**src/rtl/fetch_queue.sv**
```systemverilog
// fetch_queue: circular instruction-bundle queue between IF and ID.
// Buffers fetched bundles (instruction, PC+4, PC+8, delay-slot flag, fetch
// ExcCode) so IF can keep fetching while ID stalls. Interrupts, exceptions and
// eret discard every wrong-path entry at the next edge.
module fetch_queue #(
  parameter int DEPTH = 2
) (
  input  logic                       clk,
  input  logic                       reset,
  input  logic [31:0]                Instr_F,
  input  logic [31:0]                PC4_F,
  input  logic [31:0]                PC8_F,
  input  logic                       BD_F,
  input  logic [4:0]                 ExcCode_F,
  input  logic                       f_valid,
  output logic                       f_ready,
  input  logic                       d_ready,
  input  logic                       flush,
  input  logic                       eret_kill,
  output logic [31:0]                Instr_D,
  output logic [31:0]                PC4_D,
  output logic [31:0]                PC8_D,
  output logic                       BD_D,
  output logic [4:0]                 ExcCode_D,
  output logic                       d_valid,
  output logic [$clog2(DEPTH):0]     count
);

  localparam int PW = $clog2(DEPTH);
  localparam int CW = PW + 1;
  localparam int BW = 32 + 32 + 32 + 1 + 5;
  localparam logic [CW-1:0] FULL_CNT = CW'(DEPTH);

  // Bundle layout in storage: {instr, pc4, pc8, bd, exccode}.
  function automatic logic [BW-1:0] pack_bundle(
    input logic [31:0] instr,
    input logic [31:0] pc4,
    input logic [31:0] pc8,
    input logic        bd,
    input logic [4:0]  exc
  );
    return {instr, pc4, pc8, bd, exc};
  endfunction

  logic [BW-1:0] mem_r [DEPTH];
  logic [PW-1:0] wr_ptr_r;
  logic [PW-1:0] rd_ptr_r;
  logic [CW-1:0] count_r;

  logic          kill_s;
  logic          push_s;
  logic          pop_s;
  logic          full_s;
  logic          empty_s;
  logic [BW-1:0] head_s;

  // Handshake qualification; fullness comes only from the registered count,
  // so d_ready never reaches f_ready combinationally.
  always_comb begin
    kill_s  = flush | eret_kill;
    full_s  = (count_r == FULL_CNT);
    empty_s = (count_r == {CW{1'b0}});
    push_s  = f_valid & ~full_s & ~kill_s;
    pop_s   = ~empty_s & d_ready & ~kill_s;
  end

  // Pointer and occupancy bookkeeping: reset, then kill, then push/pop.
  always_ff @(posedge clk) begin
    if (reset) begin
      wr_ptr_r <= {PW{1'b0}};
      rd_ptr_r <= {PW{1'b0}};
      count_r  <= {CW{1'b0}};
    end else if (kill_s) begin
      wr_ptr_r <= {PW{1'b0}};
      rd_ptr_r <= {PW{1'b0}};
      count_r  <= {CW{1'b0}};
    end else begin
      if (push_s) begin
        wr_ptr_r <= wr_ptr_r + PW'(1);
      end
      if (pop_s) begin
        rd_ptr_r <= rd_ptr_r + PW'(1);
      end
      case ({push_s, pop_s})
        2'b10:   count_r <= count_r + CW'(1);
        2'b01:   count_r <= count_r - CW'(1);
        default: count_r <= count_r;
      endcase
    end
  end

  // Bundle storage; contents are don't-care once the pointers are cleared.
  always_ff @(posedge clk) begin
    if (push_s && !reset) begin
      mem_r[wr_ptr_r] <= pack_bundle(Instr_F, PC4_F, PC8_F, BD_F, ExcCode_F);
    end
  end

  // Head presentation: an empty queue shows an all-zero bundle, i.e. a nop.
  always_comb begin
    head_s = {BW{1'b0}};
    if (!empty_s) begin
      head_s = mem_r[rd_ptr_r];
    end else begin
      head_s = {BW{1'b0}};
    end
  end

  // Unpack the head bundle and drive the status outputs.
  always_comb begin
    Instr_D   = head_s[BW-1 -: 32];
    PC4_D     = head_s[BW-33 -: 32];
    PC8_D     = head_s[BW-65 -: 32];
    BD_D      = head_s[5];
    ExcCode_D = head_s[4:0];
    d_valid   = ~empty_s;
    f_ready   = ~full_s;
    count     = count_r;
  end

endmodule

```
**config.mk**
```make
export PLATFORM = sky130hd
export DESIGN_NAME = fetch_queue
export DESIGN_NICKNAME = d
export VERILOG_FILES = /design/src/rtl/fetch_queue.sv
export SDC_FILE = /design/constraint.sdc
export NUM_CORES = 1
export LEC_CHECK = 0
export CAP_MARGIN = 20
export CORE_MARGIN = 10
export CORE_UTILIZATION = 55
export CTS_CLUSTER_DIAMETER = 30
export CTS_CLUSTER_SIZE = 16
export DETAILED_ROUTE_END_ITERATION = 16
export DONT_BUFFER_PORTS = 1
export GPL_ROUTABILITY_DRIVEN = 0
export PLACE_DENSITY_LB_ADDON = 0.05
export RECOVER_POWER = 100
export SLEW_MARGIN = 20
export SYNTH_ARGS = -nofsm -noshare
export SYNTH_HDL_FRONTEND = slang
export SYNTH_SLANG_ARGS = --single-unit
```
**constraint.sdc**
```tcl
create_clock -name clk -period 24.9 [get_ports clk]
set_input_delay 4.98 -clock clk [delete_from_list [all_inputs] [get_ports clk]]
set_output_delay 4.98 -clock clk [all_outputs]
set_load 0.03 [all_outputs]
```
======== Word level (Yosys, flattened, before mapping) ========
Memories as Yosys holds them, arrays and structs flattened. A register that Yosys moved wholly into a read port is not among the register bits.
Index checks and enable logic that the tools add are counted.
W data, S select, Z words.
storage, ports and cells
  bits in registers ....................... 4
  bits in writable memories ............... 204
  output and inout port bits .............. 106
  memories kept ........................... 1
memory list
  name   depth  width  rd ports  clocked after memory_dff  write ports  line  source
  mem_r  2      102    1         1                         1            45    logic [BW-1:0] mem_r [DEPTH];
cells by class
  add/subtract/negate cells ............... 4
  equality and inequality tests ........... 3
  multiplexer cells ....................... 6
  bitwise logic cells ..................... 8
  reductions and logical operators ........ 5
operators with widths
  kind                   number
  $mux W102              1
  $and A1 B1 Y1          4
  $eq A2 B2 Y1 const B   2
  $mux W1                4
  $pmux W2 S2            1
  $not A1 Y1             3
  $add A1 B1 Y1 const B  2
  $add A2 B1 Y2 const B  1
  $eq A2 B1 Y1 const B   1
  $logic_not A2 Y1       1
  $reduce_bool A2 Y1     1
  $reduce_or A2 Y1       1
  $sub A2 B1 Y2 const B  1
  $logic_and A1 B1 Y1    1
  $logic_not A1 Y1       1
  $or A1 B1 Y1           1

======== Depth between registers and ports, before layout ========
Gate-level depths: netlist of the first run.
  word-level depth ........................ 7
  depth in mapped cells ................... 6
  depth with buffers taken out ............ 6

======== Worst setup path after synthesis of the first run ========
Ideal clock, no wire load.
  path kind ............................... input-to-reg
  start ................................... in eret_kill
  end ..................................... mem mem_r[0][0] in the netlist's numbering (enable)
  arrival time ............................ 15121 ps
  data required time ...................... 24087 ps
  path slack .............................. 8966 ps
  stages .................................. 3
  cells stage by stage .................... or3_1 clkbuf_1 nor4_1
on the way
  word-level cells in the longest chain between the ends .. 6
ends and longest elaborated chain
  element                        line  source
  from (decl)                    19    input logic eret_kill,
  $or A1 B1 Y1                   60    kill_s = flush | eret_kill;
  $not A1 Y1                     63    push_s = f_valid & ~full_s & ~kill_s;
  $and A1 B1 Y1                  63
  $logic_and A1 B1 Y1            94    if (push_s && !reset) begin
  $mux W1                        94
  $mux W1 (implied by the code)  95    mem_r[wr_ptr_r] <= pack_bundle(Instr_F, PC4_F, PC8_F, BD_F, ExcCode_F);
  to (decl)                      45
Every way passes these cells.

======== Worst setup path after layout of the first run ========
  start ................................... reg count_r[0] (netlist: count[0])
  end ..................................... out Instr_D[21]
on the way
  word-level cells in the longest chain between the ends .. 2
ends and longest elaborated chain
  element                 line  source
  from (decl)             48    logic [CW-1:0] count_r;
  from (signal assigned)  72    count_r <= {CW{1'b0}};
  from (signal assigned)  76    count_r <= {CW{1'b0}};
  from (signal assigned)  85    2'b10: count_r <= count_r + CW'(1);
  $logic_not A2 Y1        62    empty_s = (count_r == {CW{1'b0}});
  $mux W102               102   if (!empty_s) begin
  to (decl)               20    output logic [31:0] Instr_D,
Every way passes these cells.

==> results of run 1 <==
worst register-to-register path: cells and delay by family, from the launching register on:
| kind | cells | cell delay [ps] |
|---|---|---|
| flops | 1 | 640 |
| buf+inv | 1 | 2230 |
| simple gates | 2 | 580 |
cells in the mapped netlist:
| cell | n | area (µm²) |
|---|---|---|
| a21oi_1 | 2 | 10.0 |
| buf_2 | 10 | 50.1 |
| buf_4 | 9 | 67.6 |
| clkbuf_1 | 5 | 18.8 |
| dfxtp_1 | 5 | 100 |
| edfxtp_1 | 204 | 6130 |
| ha_1 | 1 | 12.5 |
| inv_1 | 4 | 15.0 |
| mux2i_1 | 102 | 1020 |
| nor2_1 | 106 | 398 |
| nor2b_1 | 1 | 6.26 |
| nor3_1 | 1 | 5.00 |
| nor4_1 | 2 | 12.5 |
| o21ai_0 | 3 | 15.0 |
| or3_1 | 3 | 18.8 |
| or4_1 | 1 | 7.51 |
| xnor2_1 | 1 | 8.76 |
| xor2_1 | 2 | 17.5 |
flip-flops by register name, indices dropped and copies added (netlist names), named ones only:
signal and flops:
mem_r 204, count 2, rd_ptr_r 1, wr_ptr_r 1
routing by layer:
layer	GRT usage (%)	share of wire (%)	vias to the layer above
met5	0	0	-
met4	4.73	1.8	0
met3	10.5	15	23
met2	23.8	49	163
met1	17.5	35	1838
li1	-	-	1759
path summary, 6_finish.rpt:
kind	startpoint	depth (start not counted)	end
worst max-delay path	count[0]	4	Instr_D[21]
worst min register to register	rd_ptr_r	2	rd_ptr_r
worst min-delay path	rd_ptr_r	2	rd_ptr_r
worst max register to register	count[0]	3	mem_r[0][78]
placed cells by master, fill, tap and decap left out, types with 3 or more instances in the layout:
master,n
mux2i_1,102
inv_1,4
dfxtp_1,5
nor2_1,106
edfxtp_1,204
bufinv_16,6
clkbuf_16,37
o21ai_0,3
clkinv_2,4
clkbuf_1,14
clkinvlp_4,3
clkinv_1,6
or3_1,3
report_power, final:
part	total, mW	switching [mW]	internal, mW
logic	0.00826	0.00660	0.00166
clock network	0.483	0.152	0.332
registers	0.393	0.000906	0.392
area by class of cell:
type                       count  area (µm²)
inverter                       4        15.0
clock inverter                19         245
fill                        1020        4760
multi-input combinational    225        1530
sequential                   209        6230
timing repair buffer           7        30.0
clock buffer                  45         956
tap                          180         225
per-stage QoR:
step                      instance area [µm²]  util (%)  setup WS (ps)  total power, mW  hold WS (ps)
after floorplan                          7910         -           8970            0.406           471
after global placement                   8070      57.7          17320            0.407           491
after detailed placement                 8070      57.7          17290            0.407           503
after CTS                                9270      66.3          16780            0.891           514
after global routing                     9230      66.0          13870            0.909           563
final                                    9230      66.0          14470            0.884           519
cell families (layout without fill, tap and decap cells):
logic type / after synthesis / in the layout
simple gates: 114 / 114
flops: 209 / 209
xor+xnor: 3 / 3
compound gates: 5 / 5
fa+ha+maj: 1 / 1
buf+inv: 28 / 75
mux: 102 / 102
==> results by group, run 1 <==
Outcome
  • Outcome: complete, but fails checks
  • Violated checks: max-capacitance violations, max-slew violations

Clock tree
  • Post-CTS Setup Inserts: 0
  • TritonCTS clock tree: done
  • Register clock-pin slew on the reported worst setup and hold paths: 50 ps
  • Root buffer cell: clkbuf_16
  • CTS resizes: 0
  • Post-cts hold buffer count: 0
  • CTS H-tree depth: 2
  • CTS Buffer Depth: 3
  • Cts bufs inserted: 37
  • CTS sink cnt: 209
  • Clk_lat worst skew: 490 ps

Critical path
  • Critical path's slowest cell: clkbuf_1
  • Startpoint class of the critical path: flop
  • Setup crit end kind: output pin
  • Critical setup path kind: flop to output pin
  • CP delay by family, top: buffers and inverters
  • Reg2Reg Setup Slack: 20940 ps
  • CP Cell Sequence: nor2_1 -> clkbuf_1 -> clkbuf_1 -> nor2_1
  • CP required: 19920 ps
  • WP buf/inv: 2
  • Crit path DAT: 5450 ps
  • Crit-path max cell delay: 1830 ps
  • Worst-path fanout max: 59

Finish
  • Final-stage net count: 593
  • Diodes inserted: 0
  • Share of cells above drive strength 1: 10.0%
  • Non-Filler Instances: 689
  • Area delta synth->final: 16.7%

Synth
  • Mapped Nets: 571
  • Synthesized area: 7910 µm²
  • Multiplexer share of the synthesized area: 12.9%
  • Adder-cell area share of the yosys netlist: 0.158%
  • Compound-cell area share of the yosys netlist: 0.316%
  • Cells after Synth: 462
  • Number of distinct library cells after synthesis: 18
  • Synth Register Bits: 209
  • Largest family of logic cells by synthesized area: multiplexers
  • Post-synthesis simple-gate area fraction: 5.66%
  • Syn avg cell area: 17.1 µm²
  • YS warnings: 0
  • XOR/XNOR Fraction of Synth Area: 0.332%
  • Seq/Total Area, Yosys: 78.7%

STA
  • Slew Limit Fails: 350
  • Final Hold Fails: 0
  • Final setup vio count: 0
  • RSZ-0062 raised after global routing: false
  • Worst Skew: 12.3 ps
  • Crit path time final: 10430 ps
  • Max Fclk: 95.9 MHz
  • TNS Setup: 0 ps
  • Final period utilization: 41.9%
  • Worst Tran Pin Value: 3150 ps
  • Relative slew slack: -110%

Floorplan
  • I/O Pins: 214
  • Die Ht: 140 µm
  • Die W: 140 µm
  • Core Region: 14000 µm²
  • Initial Util: 56.5%
  • Die area: 19600 µm²
  • Cell Rows: 43

Placed design
  • I/O Buffers: 0
  • DP HPWL: 10500 µm
  • Placed Cells: 624

Power and ir drop
  • Pwr/cell area: 95.8 nW/µm²
  • Peak VDD IR: 0.0000611 V
  • LEAKAGE: 2.85 nW

Job
  • Maxcap violations: 7

Route
  • TritonRoute pass-1 iters: 4
  • Vias per cell: 5.49
  • DRC: 0
  • WL final: 15800 µm
  • Vias after detailed routing: 3783
  • Iteration-0 DRC Markers: 213
  • Final ANT Viol Nets: 0
  • Post-detailed-route wirelength per cell: 23.0 µm

Global route
  • Initial antenna violation count: 0
  • Grt ovf: 0
  • GRT Overall Usage: 15.7%
  • Vias in the first global route: 3883
  • Pin count of the biggest net entering global routing: 60
  • First-pass GRT wire length: 23800 µm

Min path
  • Tightest Hold Check Type: flop to flop
(Power assumes the default switching activity.)
==> run 2, diff against run 1 <==
==> constraint.sdc (replaced) <==
create_clock -name clk -period 10.95 [get_ports clk]
set_input_delay 2.19 -clock clk [delete_from_list [all_inputs] [get_ports clk]]
set_output_delay 2.19 -clock clk [all_outputs]
set_load 0.03 [all_outputs]
==> results by group, run 2 (synthesis gave the netlist of run 1 again) <==
STA
  • Max Fclk: 147 MHz
  • Worst Tran Pin Value: 3160 ps
  • Crit path time final: 6810 ps
  • Final Hold Fails: 0
  • Relative slew slack: -111%
  • Slew Limit Fails: 316
  • Worst Skew: 13.6 ps
  • Final setup vio count: 0
  • RSZ-0062 raised after global routing: false
  • Final period utilization: 62.2%

Power and ir drop
  • LEAKAGE: 2.95 nW
  • Pwr/cell area: 227 nW/µm²
  • Peak VDD IR: 0.000183 V

Finish
  • Share of cells above drive strength 1: 11.3%
  • Non-Filler Instances: 694
  • Filler Cells Inserted: 978
  • Final-stage net count: 594
  • Biggest register: mem_r
  • Area delta synth->final: 19.0%
  • Most frequent cells in the layout: edfxtp_1 (204), nor2_1 (106), mux2i_1 (102)
  • Number of flip-flops in the largest register: 204
  • Final Cell Area: 9410 µm²
  • Commonest non-fill, non-tap cell in the layout: edfxtp_1
  • Diodes inserted: 0

Critical path
  • Critical setup path kind: flop to output pin
  • Setup crit end kind: output pin
  • CP startpoint: count[0]
  • FF-to-FF End: mem_r[0][62]
  • Reg2Reg Setup Slack: 6980 ps
  • Startpoint class of the critical path: flop
  • Worst reg2reg path depth: 3
  • CP required: 8760 ps
  • Worst-path fanout max: 59
  • RR Startpoint: count[0]
  • Critical Path End: Instr_D[21]
  • Crit path DAT: 4620 ps

Clock tree
  • Register clock-pin slew on the reported worst setup and hold paths: 50 ps
  • Post-CTS Setup Inserts: 0
  • CTS Buffer Depth: 3
  • Cts bufs inserted: 38
  • Root buffer cell: clkbuf_16
  • Clk_lat worst skew: 500 ps
  • CTS resizes: 0
  • CTS sink cnt: 209
  • TritonCTS clock tree: done
  • Post-cts hold buffer count: 0
  • CTS H-tree depth: 2

Global route
  • Pin count of the biggest net entering global routing: 60
  • Grt ovf: 0
  • GRT Overall Usage: 15.8%
  • First-pass GRT wire length: 24000 µm
  • Vias in the first global route: 3962
  • Initial antenna violation count: 0

Floorplan
  • Die W: 140 µm
  • I/O Pins: 214
  • Die Ht: 140 µm
  • Cell Rows: 43
  • Initial Util: 56.5%
  • Die area: 19600 µm²
  • Core Region: 14000 µm²

Route
  • DRC: 0
  • WL final: 15900 µm
  • TritonRoute pass-1 iters: 4
  • Vias per cell: 5.46
  • Final ANT Viol Nets: 0
  • Post-detailed-route wirelength per cell: 22.9 µm
  • Iteration-0 DRC Markers: 199
  • Vias after detailed routing: 3789

Placed design
  • Placed Cells: 624
  • I/O Buffers: 0
  • DP HPWL: 10500 µm
  • DP Area: 8070 µm²

Min path
  • Tightest Hold Check Type: flop to flop

Job
  • Maxcap violations: 6

Outcome
  • Outcome: complete, but fails checks
  • Violated checks: max-capacitance violations, max-slew violations
## run 2: metrics by stage
step	hold slack (ps)	total power, mW	util (%)	setup slack, ps	TNS, ps
6_report	510	2.14	67.3	4140	0
5_1_grt	551	2.20	67.3	3650	0
4_1_cts	510	2.16	67.4	5630	0
3_5_place_dp	496	0.926	57.7	6150	0
3_3_place_gp	491	0.925	57.7	6160	0
2_1_floorplan	471	0.924	-	-2190	-447440
## run 2: power by group
group          total, mW  switching [mW]  leakage (nW)  internal, mW
registers          0.893         0.00207          1.88         0.891
clock network       1.23           0.359         0.668         0.868
logic             0.0190          0.0151         0.396       0.00391
## run 2: cell type report
cell class	instances	area [µm²]	area share, %
Sequential cell	209	6230	66.2
Inverter	4	15.0	0.160
Tap cell	180	225	2.39
Clock buffer	47	1060	11.2
Multi-Input combinational cell	225	1530	16.3
Timing Repair Buffer	7	46.3	0.492
Clock inverter	22	308	3.27
## run 2: worst min path at each step
stage	start	end	slack (ps)	cells after the start
2_1_floorplan	wr_ptr_r	wr_ptr_r	470	2
3_3_place_gp	rd_ptr_r	rd_ptr_r	490	2
3_5_place_dp	rd_ptr_r	rd_ptr_r	500	2
4_1_cts	rd_ptr_r	rd_ptr_r	510	2
5_1_grt	wr_ptr_r	wr_ptr_r	550	2
6_report	rd_ptr_r	rd_ptr_r	510	2
## run 2: critical path, stage by stage (launching register included)
cell and delay (ps):
dfxtp_1 460, nor2_1 870, buf_12 280, clkbuf_1 1780
nor2_1 670
## run 2: layer usage
layer / track usage [%] / vias up / wire length [µm]
li1: - / 1766 / -
met1: 16.8 / 1829 / 5660
met2: 24.3 / 162 / 7680
met3: 10.6 / 32 / 2220
met4: 6.30 / 0 / 345
met5: 0 / - / 0
